### src/rtl/move_path_stack.sv
// Move-path LIFO for the puzzle search engine: 2-bit direction codes packed into
// ord, with inverse-move pruning, depth limiting and a freeze-on-solved DONE state.
module move_path_stack #(
  parameter int MAX_DEPTH = 22,
  parameter int CNT_W     = 26,
  parameter int LIM_W     = 5
) (
  input  logic                   clk,
  input  logic                   rst_n,
  input  logic                   start,
  input  logic [LIM_W-1:0]       depth_limit,
  input  logic                   push_valid,
  input  logic [1:0]             push_dir,
  output logic                   push_ready,
  input  logic                   pop_req,
  output logic                   pop_ack,
  output logic [1:0]             pop_dir,
  input  logic                   solved,
  output logic [2*MAX_DEPTH-1:0] ord,
  output logic [CNT_W-1:0]       cnt,
  output logic                   comp,
  output logic                   full,
  output logic [1:0]             err
);

  localparam int DW = $clog2(MAX_DEPTH + 1);

  typedef enum logic [1:0] {IDLE = 2'b00, SEARCH = 2'b01, DONE = 2'b10} state_t;

  state_t        state;
  logic [DW-1:0] depth;
  logic [DW-1:0] eff_limit;
  logic [31:0]   lim_ext;
  logic [1:0]    top_dir;
  logic          at_limit;
  logic          is_inverse;

  assign lim_ext   = 32'(depth_limit);
  assign eff_limit = (lim_ext > 32'(MAX_DEPTH)) ? DW'(MAX_DEPTH) : DW'(depth_limit);

  // Most recent move, read straight from the packed word so it tracks depth in the same cycle.
  always_comb begin
    top_dir = 2'b00;
    for (int k = 0; k < MAX_DEPTH; k++)
      if (int'(depth) == k + 1) top_dir = ord[2*k +: 2];
  end

  // >= rather than == so a limit lowered under the current depth still reads as full.
  assign at_limit   = (depth >= eff_limit);
  assign is_inverse = (depth != '0) && (push_dir == (top_dir ^ 2'b10));
  assign push_ready = (state == SEARCH) && !pop_req && !solved && !at_limit && !is_inverse;
  assign full       = at_limit;
  assign cnt        = CNT_W'(depth);

  always_ff @(posedge clk) begin
    if (!rst_n) begin
      state   <= IDLE;
      ord     <= '0;
      depth   <= '0;
      comp    <= 1'b0;
      pop_ack <= 1'b0;
      pop_dir <= 2'b00;
      err     <= 2'b00;
    end else begin
      pop_ack <= 1'b0;
      if (start) begin
        state <= SEARCH;
        ord   <= '0;
        depth <= '0;
        comp  <= 1'b0;
        err   <= 2'b00;
      end else begin
        case (state)
          SEARCH: begin
            if (push_valid && at_limit) err[1] <= 1'b1;
            if (pop_req && depth == '0) err[0] <= 1'b1;
            // solved outranks pop, pop outranks push
            if (solved) begin
              state <= DONE;
              comp  <= 1'b1;
            end else if (pop_req && depth != '0) begin
              ord[2*(int'(depth)-1) +: 2] <= 2'b00;
              depth   <= depth - DW'(1);
              pop_dir <= top_dir;
              pop_ack <= 1'b1;
            end else if (push_valid && push_ready) begin
              ord[2*int'(depth) +: 2] <= push_dir;
              depth <= depth + DW'(1);
            end
          end
          IDLE, DONE: ;
          default: state <= IDLE;
        endcase
      end
    end
  end

endmodule

### config.mk
export PLATFORM = sky130hd
export DESIGN_NAME = move_path_stack
export DESIGN_NICKNAME = d
export VERILOG_FILES = /design/src/rtl/move_path_stack.sv
export SDC_FILE = /design/constraint.sdc
export NUM_CORES = 1
export LEC_CHECK = 0
export ABC_AREA = 1
export CAP_MARGIN = 20
export CORE_MARGIN = 2
export CORE_UTILIZATION = 40
export DETAILED_ROUTE_END_ITERATION = 10
export GPL_ROUTABILITY_DRIVEN = 0
export GPL_TIMING_DRIVEN = 0
export PLACE_DENSITY = 0.68
export SYNTH_ARGS = -nofsm -noshare
export SYNTH_HDL_FRONTEND = slang
export SYNTH_SLANG_ARGS = --single-unit
### constraint.sdc
create_clock -name clk -period 6.1 [get_ports clk]
set_clock_uncertainty 0.1 [all_clocks]
set_input_delay 0.915 -clock clk [delete_from_list [all_inputs] [get_ports clk]]
set_output_delay 0.915 -clock clk [all_outputs]
set_load 0.01 [all_outputs]
==> qor.yml <==
detailed_routing:
  vias: 5389
  drt_first_pass_iters: 6
  drtIter0Drc: 466
  wl_microns: 15600
  vias_per_cell: 5.14
  drtAntennaViolNets: 0
  drc: 0
  avgRoutedWirePerCell_microns: 14.8
status:
  status: "finished clean"
power:
  power_mw: 0.981
  peakVddDrop_uv: 97.9
  p_per_area_nw_per_um2: 165
  p_leak_nw: 2.48
global_route:
  grt_antenna_before_repair: 0
  grt-ovfl-total: 0
  grt_pass1_wl_microns: 25200
  grt_max_degree: 13
  first_global_vias: 5033
  grt.total_usage_pct: 25.2
timing:
  fin_crit_sh_pct: 83.3
  max_slew_margin_pct: 51.2
  fin_ws_ns: 1.02
  period_minus_slack_ns: 5.08
  hold_viol: 0
  slew_viol_final: 0
  fmax_ghz: 0.197
  worst_pin_slew_ns: 0.732
  grt_setup_unrepaired: "false"
  holdWs_ns: 0.356
  setup_viol: 0
  fin_tns_setup_ns: 0
final_layout:
  fin_cells: 1049
  fin_area_sq_um: 5940
  utilization_pct: 52.0
  fill_cells: 1234
  area_growth_pct: 26.4
  nets: 937
  layout-drive-gt1-share_pct: 8.61
  antenna_cells: 0
floorplan:
  row_count: 39
  coreArea_sq_um: 11400
  die_y_microns: 112
  initial_core_util_pct: 41.1
  io_pins: 91
  die_w_microns: 112
  dieArea_sq_um: 12600
cts:
  cts.hold.buffers_added: 0
  clkTransAtPathRegs_ns: 0.05
  cts_buffers: 9
  clock_sinks: 57
  cts_resized: 0
  cts.root.buffer_cell: "clkbuf_16"
  cts_setup_buffers: 0
  cts_buffer_depth: 2
  clk_latency_ns: 0.34
  cts_tree: "done"
  h-tree-depth: 3
worst_setup_path:
  critPathMaxStageDelay_ns: 0.57
  crit_arrival_ns: 4.06
  cp-start-kind: "flip-flop"
  cp.required_ns: 5.08
  cp_common_cell: "nand2_1"
  critPathCaptureType: "primary output"
  crit_fanout: 9
  criticalPathCategory: "flip-flop to primary output"
  slowest_stage: "clkdlybuf4s50_1"
  reg2reg_depth: 19
placement:
  place_inst: 1034
  numPortBuffers: 69
  postPlaceCellArea_sq_um: 5640
  place_ws_ns: 1.23
  hpwl_microns: 12200
synthesis:
  synth_top_area_share_pct: 24.3
  yosys.area.top_type: "dfxtp_1"
  syn_area_sq_um: 4700
  ys_types: 37
  netlist_instances: 802
  synth_area_per_cell_sq_um: 5.86
  synth_seq_cells: 57
  ys.warnings.count: 0
  ys_seq_area_share_pct: 24.3
  synth.area.top_cells: "dfxtp_1 (24%), nand2_1 (16%), inv_1 (9.5%)"
min_path:
  min_path_cells: 2
  hp-class: "flip-flop to flip-flop"
run:
  cap_violations: 0
logic make-up after synthesis:
family | Yosys count | share of synthesized area [%]
simple gates | 451 | 40.8
buf+inv | 165 | 15.7
compound gates | 102 | 12.3
flops | 57 | 24.3
fa+ha+maj | 22 | 6.02
xor+xnor | 4 | 0.746
other cells | 1 | 0.0799
layout make-up:
type	instances	area, sq um	area share [%]
timing repair buffer	69	691	11.6
multi-input combinational	600	2890	48.7
sequential	57	1140	19.2
buffer	39	267	4.49
clock inverter	3	40.0	0.674
clock buffer	12	256	4.32
tap	143	179	3.01
inverter	126	473	7.97
power by group:
group / switching [mW] / leakage, nW / internal [mW] / total (mW)
combinational: 0.0624 / 1.87 / 0.0357 / 0.0981
sequential: 0.00133 / 0.459 / 0.375 / 0.376
clock: 0.173 / 0.148 / 0.334 / 0.507
cells in the mapped netlist:
master    instances
nand2_1         206
inv_1           119
nor2_1          110
nand3_1          87
dfxtp_1          57
a21oi_1          36
o21ai_0          36
buf_4            22
ha_1             21
nor3_1           19
nand2_2          12
a21oi_2          10
clkbuf_1          7
buf_2             5
inv_2             5
nor4_1            5
o21ai_1           5
o22ai_1           5
nand4_1           4
or2_2             4
o21a_1            3
o21bai_1          3
xor2_1            3
a31oi_1           2
buf_1             2
buf_6             2
clkinv_1          2
a21boi_0          1
buf_12            1
conb_1            1
fa_1              1
nand3_2           1
nor2_2            1
nor2_8            1
o32ai_1           1
or2_0             1
xnor2_1           1
state kept, by name, indices dropped and copies added (netlist names):
name	flops
ord	44
depth	5
err	2
pop_dir	2
state	2
comp	1
pop_ack	1
final timing paths:
kind	end	from	slack, ns
max	push_ready	depth[0]	1.02
min	comp	comp	0.36
max reg2reg	ord[41]	depth[0]	1.30
min reg2reg	comp	comp	0.36
routing by layer:
metal  wire length, microns  track usage (%)  vias up  share of wire [%]
met5                      0                0        -                  0
met4                    749             13.7        0                4.8
met3                   1290             4.59       51                8.3
met2                   6640             39.0      242                 43
met1                   6870             33.2     2396                 44
li1                       -                -     2700                  -
critical path, delay by kind of cell (launching register included):
kind | cells | cell delay [ns]
adders and majority gates | 1 | 0.25
buffers and inverters | 4 | 0.94
AOI/OAI and AO/OA | 2 | 0.29
DFF | 1 | 0.41
and+or+nand+nor | 24 | 1.83
placed cells by master, fill, tap and decap left out, drive strengths merged, types with 4 or more instances in the layout:
cell type	synthesis	layout
a21oi	46	46
buf	32	32
clkbuf	7	19
clkdlybuf4s50	0	69
clkinv	2	4
conb	1	21
dfxtp	57	57
ha	21	21
inv	124	124
nand2	218	218
nand3	88	88
nand4	4	4
nor2	112	112
nor3	19	19
nor4	5	5
o21ai	41	41
o22ai	5	5
or2	5	5
Note: power is estimated with default switching activity, not from simulation.
